**config.mk**
```make
export PLATFORM = sky130hd
export DESIGN_NAME = tests
export DESIGN_NICKNAME = d
export VERILOG_FILES = /design/src/rtl/tests.sv
export SDC_FILE = /design/constraint.sdc
export NUM_CORES = 1
export LEC_CHECK = 0
export BUFFER_PORTS_ARGS = -buffer_cell sky130_fd_sc_hd__buf_2
export CORE_AREA = 3 3 196 274
export CTS_BUF_LIST = sky130_fd_sc_hd__clkbuf_4 sky130_fd_sc_hd__clkbuf_8
export DETAILED_ROUTE_END_ITERATION = 10
export DIE_AREA = 0 0 199 277
export HOLD_SLACK_MARGIN = 0.03
export PLACE_DENSITY = 0.67
export SLEW_MARGIN = 20
export SYNTH_ARGS = -nofsm -noshare
export SYNTH_HDL_FRONTEND = slang
export SYNTH_SLANG_ARGS = --single-unit
export TNS_END_PERCENT = 50
```
**constraint.sdc**
```tcl
create_clock -name clk -period 7.3 [get_ports clk]
set_clock_uncertainty 0.15 [all_clocks]
set_input_delay 1.46 -clock clk [delete_from_list [all_inputs] [get_ports clk]]
set_output_delay 1.46 -clock clk [all_outputs]
set_load 0.01 [all_outputs]
```
**src/rtl/tests.sv**
```systemverilog
// Built-in self test for a 3-stage pipelined Karatsuba multiplier: fixed corner
// vectors then LFSR operands, each product checked against a behavioural a*b.
module tests #(
  parameter int          WIDTH            = 16,
  parameter int          NUM_VECTORS      = 32,
  parameter logic [31:0] LFSR_SEED        = 32'hACE1_2468,
  parameter int          INJECT_FAULT_IDX = -1
) (
  input  logic       clk,
  input  logic       rst_n,
  output logic       all_passed,
  output logic       current_passed,
  output logic [3:0] info
);

  localparam int H   = WIDTH / 2;
  localparam int PW  = 2 * WIDTH;
  localparam int IW  = (NUM_VECTORS > 8) ? $clog2(NUM_VECTORS) : 3;
  localparam int REP = (PW + 31) / 32;
  localparam logic [31:0] TAPS = 32'h8020_0003;

  typedef enum logic [1:0] {IDLE, RUN, DRAIN, DONE} state_t;

  state_t            r_state, w_next;
  logic [IW-1:0]     r_idx;
  logic [31:0]       r_lfsr;
  logic              w_issue;
  logic              w_fault;
  logic [WIDTH-1:0]  w_a, w_b;
  logic [32*REP-1:0] w_cat;

  logic [WIDTH-1:0]  r_a1, r_b1;
  logic [PW-1:0]     r_ref1, r_ref2, r_ref3;
  logic              r_v1, r_v2, r_v3;
  logic              r_f1, r_f2, r_f3;
  logic [2*H-1:0]    r_z2, r_z0;
  logic [2*H+1:0]    r_zm;
  logic [PW-1:0]     r_p;
  logic [H:0]        w_sa, w_sb;
  logic [PW-1:0]     w_pOut;

  logic              r_cur;
  logic [3:0]        r_info;
  logic              r_anyErr;

  always_ff @(posedge clk or negedge rst_n) begin
    if (!rst_n) r_state <= IDLE;
    else        r_state <= w_next;
  end

  always_comb begin
    w_next = r_state;
    case (r_state)
      IDLE:    w_next = RUN;
      RUN:     if (r_idx == IW'(NUM_VECTORS - 1)) w_next = DRAIN;
      DRAIN:   if (!(r_v1 || r_v2 || r_v3)) w_next = DONE;
      default: w_next = DONE;
    endcase
  end

  always_comb begin
    w_issue    = (r_state == RUN);
    all_passed = (r_state == DONE) && !r_anyErr;
  end

  // Corner cases first; afterwards the LFSR word (repeated if WIDTH > 16) feeds both operands.
  assign w_cat = {REP{r_lfsr}};

  always_comb begin
    w_a = '0;
    w_b = '0;
    if (r_idx < IW'(8)) begin
      case (r_idx[2:0])
        3'd0: begin w_a = '0;         w_b = '0;         end
        3'd1: begin w_a = WIDTH'(1);  w_b = WIDTH'(1);  end
        3'd2: begin w_a = '1;         w_b = '1;         end
        3'd3: begin w_a = '1;         w_b = WIDTH'(1);  end
        3'd4: begin w_a = WIDTH'(1);  w_b = '1;         end
        3'd5: begin w_a = '1;         w_b = '0;         end
        3'd6: begin w_a = {1'b1, {(WIDTH-1){1'b0}}}; w_b = WIDTH'(2); end
        default: begin w_a = {H{2'b01}}; w_b = {H{2'b10}}; end
      endcase
    end else begin
      w_a = w_cat[PW-1:WIDTH];
      w_b = w_cat[WIDTH-1:0];
    end
  end

  assign w_fault = (INJECT_FAULT_IDX == -2) || (INJECT_FAULT_IDX == int'(r_idx));

  always_ff @(posedge clk or negedge rst_n) begin
    if (!rst_n) begin
      r_idx  <= '0;
      r_lfsr <= LFSR_SEED;
    end else if (w_issue) begin
      r_idx <= r_idx + IW'(1);
      if (r_idx >= IW'(8))
        r_lfsr <= {1'b0, r_lfsr[31:1]} ^ (r_lfsr[0] ? TAPS : 32'h0);
    end
  end

  assign w_sa = {1'b0, r_a1[WIDTH-1:H]} + {1'b0, r_a1[H-1:0]};
  assign w_sb = {1'b0, r_b1[WIDTH-1:H]} + {1'b0, r_b1[H-1:0]};

  // Reference product and fault flag ride alongside the Karatsuba stages.
  always_ff @(posedge clk or negedge rst_n) begin
    if (!rst_n) begin
      r_a1   <= '0;
      r_b1   <= '0;
      r_ref1 <= '0;
      r_ref2 <= '0;
      r_ref3 <= '0;
      r_v1   <= 1'b0;
      r_v2   <= 1'b0;
      r_v3   <= 1'b0;
      r_f1   <= 1'b0;
      r_f2   <= 1'b0;
      r_f3   <= 1'b0;
      r_z2   <= '0;
      r_z0   <= '0;
      r_zm   <= '0;
      r_p    <= '0;
    end else begin
      r_a1   <= w_a;
      r_b1   <= w_b;
      r_ref1 <= PW'(w_a) * PW'(w_b);
      r_v1   <= w_issue;
      r_f1   <= w_issue && w_fault;

      r_z2   <= (2*H)'(r_a1[WIDTH-1:H]) * (2*H)'(r_b1[WIDTH-1:H]);
      r_z0   <= (2*H)'(r_a1[H-1:0]) * (2*H)'(r_b1[H-1:0]);
      r_zm   <= (2*H+2)'(w_sa) * (2*H+2)'(w_sb);
      r_ref2 <= r_ref1;
      r_v2   <= r_v1;
      r_f2   <= r_f1;

      r_p    <= (PW'(r_z2) << (2*H))
              + ((PW'(r_zm) - PW'(r_z2) - PW'(r_z0)) << H)
              + PW'(r_z0);
      r_ref3 <= r_ref2;
      r_v3   <= r_v2;
      r_f3   <= r_f2;
    end
  end

  assign w_pOut = r_p ^ {{(PW-1){1'b0}}, r_f3};

  // r_anyErr is the unsaturated record used for all_passed; r_info only feeds the LEDs.
  always_ff @(posedge clk or negedge rst_n) begin
    if (!rst_n) begin
      r_cur    <= 1'b0;
      r_info   <= 4'd0;
      r_anyErr <= 1'b0;
    end else if (r_v3) begin
      r_cur <= (w_pOut == r_ref3);
      if (w_pOut != r_ref3) begin
        r_anyErr <= 1'b1;
        if (r_info != 4'hF) r_info <= r_info + 4'd1;
      end
    end
  end

  assign current_passed = r_cur;
  assign info           = r_info;

endmodule

```
# ---- Word level (Yosys, flattened, before mapping)
# Index checks and enable logic that the tools add are counted.
dict set report word_totals {
  regBits 258
  out_inout_bits 6
  wordCells 71
}
dict set report classes {
  add_sub_neg 8
  multipliers 4
  magnitude_cmp 2
  eq_ne 15
  muxes 8
  bitwise 1
  n_reduce_logical 15
}
# cell count
set ops {}
lappend ops {{$pmux 16 s4} 2}
lappend ops {{$add 32x16->32} 1}
lappend ops {{$add 32x32->32} 1}
lappend ops {{$eq 32x32->1} 1}
lappend ops {{$mul 16x16->32} 1}
lappend ops {{$mul 8x8->16} 2}
lappend ops {{$mux 16} 2}
lappend ops {{$mux 32} 1}
lappend ops {{$ne 32x32->1} 1}
lappend ops {{$xor 31x32->32} 1}
lappend ops {{$sub 19x17->20} 1}
lappend ops {{$sub 18x16->19} 1}
lappend ops {{$add 8x8->9} 2}
lappend ops {{$mul 9x9->18} 1}
lappend ops {{$eq 3x3->1 const B} 3}
lappend ops {{$reduce_or 2->1} 4}
lappend ops {{$eq 3x2->1 const B} 2}
lappend ops {{$pmux 2 s3} 1}
lappend ops {{$reduce_and 2->1} 3}
lappend ops {{$add 5x1->5 const B} 1}
lappend ops {{$eq 5x5->1 const B} 1}
lappend ops {{$ge 5x4->1 const B} 1}
lappend ops {{$lt 5x4->1 const B} 1}
lappend ops {{$add 4x1->4 const B} 1}
lappend ops {{14 further kinds} 17}

# ---- Depth between registers and ports, before layout
dict set report logic_depth {
  word_depth 5
  ltp_mapped 31
  ltp_nobuf 30
}

# ---- Least setup slack after synthesis
# No wires, ideal clock.
dict set report synth_timing {
  path_type {reg-to-reg}
  from {register r_idx[0]}
  to {register r_ref1[31]}
  setup_ps 80
  t_arrival_ps 7562
  setup_slack_ps -492
  path_stages_with_launch 29
  n_path_buf 1
  path_cell_list {dfrtp_1 -> ha_1 -> ha_1 -> o41ai_1 -> o21ai_0 -> inv_1 -> buf_2 -> nand2_1 -> fa_1 -> inv_1 -> fa_1 -> inv_1 -> fa_1 -> inv_1 -> fa_1 -> fa_1 -> inv_1 -> fa_1 -> inv_1 -> ha_1 -> a21o_1 -> a21o_1 -> a2111oi_4 -> o211ai_2 -> a31oi_4 -> o21ai_2 -> a221o_1 -> a21oi_2 -> xnor2_1}
}
dict set report synth_between {
  elab_chain_cells 5
  elab_cells_between_ends 18
}
# item line_no
set synth_rtl {}
lappend synth_rtl {{start, declared} 25} ;# logic [IW-1:0] r_idx;
lappend synth_rtl {{start signal, assigned} 96} ;# r_idx <= r_idx + IW'(1);
lappend synth_rtl {{$eq 3x3->1 (tied with other cells)} 73} ;# case (r_idx[2:0])
lappend synth_rtl {{$reduce_or 2->1 (no line)} -}
lappend synth_rtl {{$pmux 16 s4} 73}
lappend synth_rtl {{$mux 16 (*)} 72} ;# if (r_idx < IW'(8)) begin
lappend synth_rtl {{via w_b[7]} 29} ;# logic [WIDTH-1:0] w_a, w_b;
lappend synth_rtl {{$mul 16x16->32 (*)} 126} ;# r_ref1 <= PW'(w_a) * PW'(w_b);
lappend synth_rtl {{end signal, assigned} 126}
lappend synth_rtl {{end, declared} 33} ;# logic [PW-1:0] r_ref1, r_ref2, r_ref3;
# Mark *: on every way through the listed nets, which the timed path passes. The rest lies on a longest branch.
# A chain may end at the register's enable or synchronous reset.

# ---- Worst setup path in the final report
dict set report layout_timing {
  from {register r_idx[1]}
  to {register r_ref1[29]}
}
dict set report layout_between {
  elab_chain_cells 5
  elab_cells_between_ends 18
}
# item line_no
set layout_rtl {}
lappend layout_rtl {{$eq 3x3->1 (tied with other cells)} 73}
lappend layout_rtl {{$reduce_or 3->1 (no line) or $reduce_or 2->1 (tied branches)} -}
lappend layout_rtl {{$pmux 16 s4} 73}
lappend layout_rtl {{$mux 16} 72}
lappend layout_rtl {{$mul 16x16->32 (*)} 126}
# Mark *: on every way between the ends. The rest lies on a longest branch, timed or not.

==> flow_metrics.tcl <==
set metrics [dict create \
    irDropWorstVdd_uv 163 \
    gp_routability_congestion 0.948 \
    final_util_pct 56.2 \
    fp.dieW_um 199 \
    max-clock-path-buffers 3 \
    grt_pass1_vias 20100 \
    drv_cap 0 \
    die_h_um 277 \
    overflow 0 \
    syn_nets 3208 \
    r2r-start "r_idx[1]" \
    drt_iter0_drc 1059 \
    synth_most_common_cell "inv_1" \
    synthFlopType "dfrtp_1" \
    drive_above_1_share_pct 14.0 \
    fmaxAchievable_mhz 140 \
    cts.sinks 258 \
    hold_class "reg -> reg" \
    start_kind "flop" \
    outcome "complete, no violations" \
    cts_max_level 2 \
    crit_fanout 6 \
    ys_types 66 \
    cpPeakStageDelay_ns 0.59 \
    hold_depth 0 \
    p_total_mw 3.01 \
    syn2layout_area_growth_pct 13.1 \
    drc_errors 0 \
    hold_viol_final 0 \
    worstRegToRegCells 30 \
    dp_cells 3328 \
    yosysTopAreaCell "fa_1" \
    setup_tns_ns 0 \
    syn_area_um2 25500 \
    r2r_slack_ns 0.18 \
    hpwl_um 53000 \
    vias 18400 \
    period_needed_ns 7.12 \
    start_util_pct 49.7 \
    wl_per_cell_um 18.7 \
    drtPass1Iterations 5 \
    crit_type "reg -> reg" \
    viasPerCell 5.37 \
    yosys-top-cells-area "fa_1 25%, dfrtp_1 24%, ha_1 14%" \
    clockRootBuffer "clkbuf_8" \
    power-per-cell-area_nw_per_um2 104 \
    holdWs_ns 0.197 \
    hold-path-endpoint "r_ref2[23]" \
    io_pins 8 \
    grt_pass1_wl_um 103000 \
    ys_ff_latch 258 \
    syn_inst 2593 \
    clock_latency_ns 0.63 \
    async_flop_share_pct 100 \
    die_area_um2 55100 \
    cts_tree "done" \
    setup_viol 0 \
    arrival_ns 7.45 \
    placed_cell_area_um2 27200 \
    fin_crit_sh_pct 97.5 \
    yosys_warnings 0 \
    crit_slowest_cell "fa_1" \
    layout.cells.non_filler 3436 \
    cts_buffers 43 \
    clk_pin_slew_ns 0.06 \
    grt_start_max_net_pins 120 \
    fillers 4451 \
    rsz0062_at_grt "yes" \
    grt_util_all_layers_pct 23.8 \
    finalWirelength_um 64300 \
    place_ws_ns -0.133 \
    synth_common_cells "471 x inv_1, 321 x fa_1, 292 x ha_1, 275 x nand2_1, 245 x dfrtp_1" \
    worst_slack_ns 0.181 \
    stdcell_area_um2 28900 \
    drt.antenna.violating_nets 0 \
    slew_headroom_pct 31.8 \
    synth.top_cell.area_share_pct 25.2 \
    synth_edf_count 0 \
    worstHoldStart "r_ref1[23]" \
    fp-row-count 98 \
    core_um2 51400 \
    p_leak_nw 15.8 \
    layout.nets 3367 \
    maxSlewViolCount 0 \
    endpoint_kind "flop" \
    synth.avg_cell_area_um2 9.85 \
    port_buffers 7 \
    cp_top_family "adder cells" \
    crit_path_frequent_cell "fa_1" \
    holdBufCountCts 0 \
    yosysSeqAreaShare_pct 25.3 \
    required_ns 7.64 \
    antenna_found_initial 1 \
    path_buf_inv 10 \
    timing.rr.end "r_ref1[29]" \
    worst_slew_pin_slew_ns 1.02 \
]
## layout make-up
type / count / area [um2] / share of cell area (%)
antenna: 1 / 2.50 / 0.00866
clock buffer: 62 / 803 / 2.78
clock inverter: 16 / 269 / 0.931
inverter: 482 / 1820 / 6.29
multi-input combinational: 1815 / 17500 / 60.5
sequential: 258 / 6480 / 22.4
tap: 650 / 813 / 2.82
timing repair buffer: 152 / 1220 / 4.23
## worst max-delay path by stage
stage | from | end | slack (ns) | depth (start not counted)
after global placement | r_idx[0] | r_ref1[31] | 0.007 | 26
after CTS | r_idx[1] | r_ref1[31] | 0.04 | 27
final | r_idx[1] | r_ref1[29] | 0.18 | 30
after detailed placement | r_idx[0] | r_ref1[31] | -0.13 | 26
after global routing | r_idx[1] | r_ref1[29] | -0.09 | 31
after floorplan | r_idx[0] | r_ref1[31] | 0.02 | 27
## layout by cell type, fill, tap and decap left out, types with 6 or more instances in the layout
cell / netlist / routed
mux2_2: 32 / 32
a21oi_1: 88 / 85
clkbuf_4: 0 / 8
a21oi_2: 6 / 7
clkbuf_8: 0 / 54
o21a_1: 23 / 23
a21o_1: 54 / 54
inv_2: 2 / 24
buf_2: 3 / 6
nand2b_1: 13 / 13
nor2b_1: 13 / 13
buf_6: 0 / 17
nor3_1: 14 / 13
o21bai_1: 14 / 14
nor2_1: 209 / 196
o21ai_1: 28 / 20
xor2_1: 62 / 62
buf_4: 0 / 126
nand3_1: 12 / 11
a211oi_1: 10 / 10
dfstp_2: 13 / 13
a21boi_0: 6 / 6
and2_1: 108 / 108
fa_1: 321 / 316
xnor2_1: 96 / 96
nor2_2: 0 / 9
bufinv_16: 0 / 6
ha_1: 292 / 284
nor4_1: 8 / 8
ha_4: 0 / 8
nand2_1: 275 / 271
dfrtp_1: 245 / 242
inv_1: 471 / 453
a31oi_1: 9 / 9
nand4_1: 6 / 6
and3_1: 11 / 11
o21ai_0: 33 / 28
o21ai_2: 2 / 13
## cells by family after synthesis
kind of cell	Yosys count	synth area share, %
adders and majority gates	613	39.5
xor gates and xnor gates	159	5.48
buffers and inverters	520	7.66
AOI/OAI and AO/OA	318	8.42
and+or+nand+nor	691	12.1
DFF	258	25.3
muxes	34	1.49
## per-layer routing
metal,wire length (um),up-vias,track usage (%),part of all wire [%]
met2,33400,542,42.9,52
met5,0,-,0,0
li1,-,8479,-,-
met3,2750,205,3.36,4.3
met1,24200,9219,27.0,38
met4,3860,0,12.4,6.0
## worst register-to-register path: cells and delay by family (launching register included)
| family | cells | cell delay [ns] |
|---|---|---|
| flops | 1 | 0.47 |
| fa+ha+maj | 8 | 3.51 |
| simple gates | 4 | 0.49 |
| compound gates | 7 | 1.00 |
| xor+xnor | 1 | 0.13 |
| buf+inv | 10 | 1.24 |
## registers in the layout, indices dropped and copies added, names as in the netlist
| name | cells |
|---|---|
| r_idx | 5 |
| r_z2 | 16 |
| r_v1 | 1 |
| r_ref1 | 32 |
| current_passed | 1 |
| r_v3 | 1 |
| r_state | 2 |
| r_p | 32 |
| r_lfsr | 32 |
| r_zm | 18 |
| r_a1 | 16 |
| r_anyErr | 1 |
| r_ref3 | 32 |
| info | 4 |
| r_z0 | 16 |
| r_v2 | 1 |
| r_ref2 | 32 |
| r_b1 | 16 |
## where the power goes
part / internal [mW] / switching (mW)
clock network: 0.934 / 0.620
logic: 0.00143 / 0.0266
registers: 1.43 / 0
total: 2.37 / 0.646
## repair_timing
item	in CTS	in global routing
gates resized for setup	14	105
setup endpoints to repair	6	12
buffers inserted	5	24
pin swaps	5	31
No activity file was read; power rests on OpenSTA's default activity.
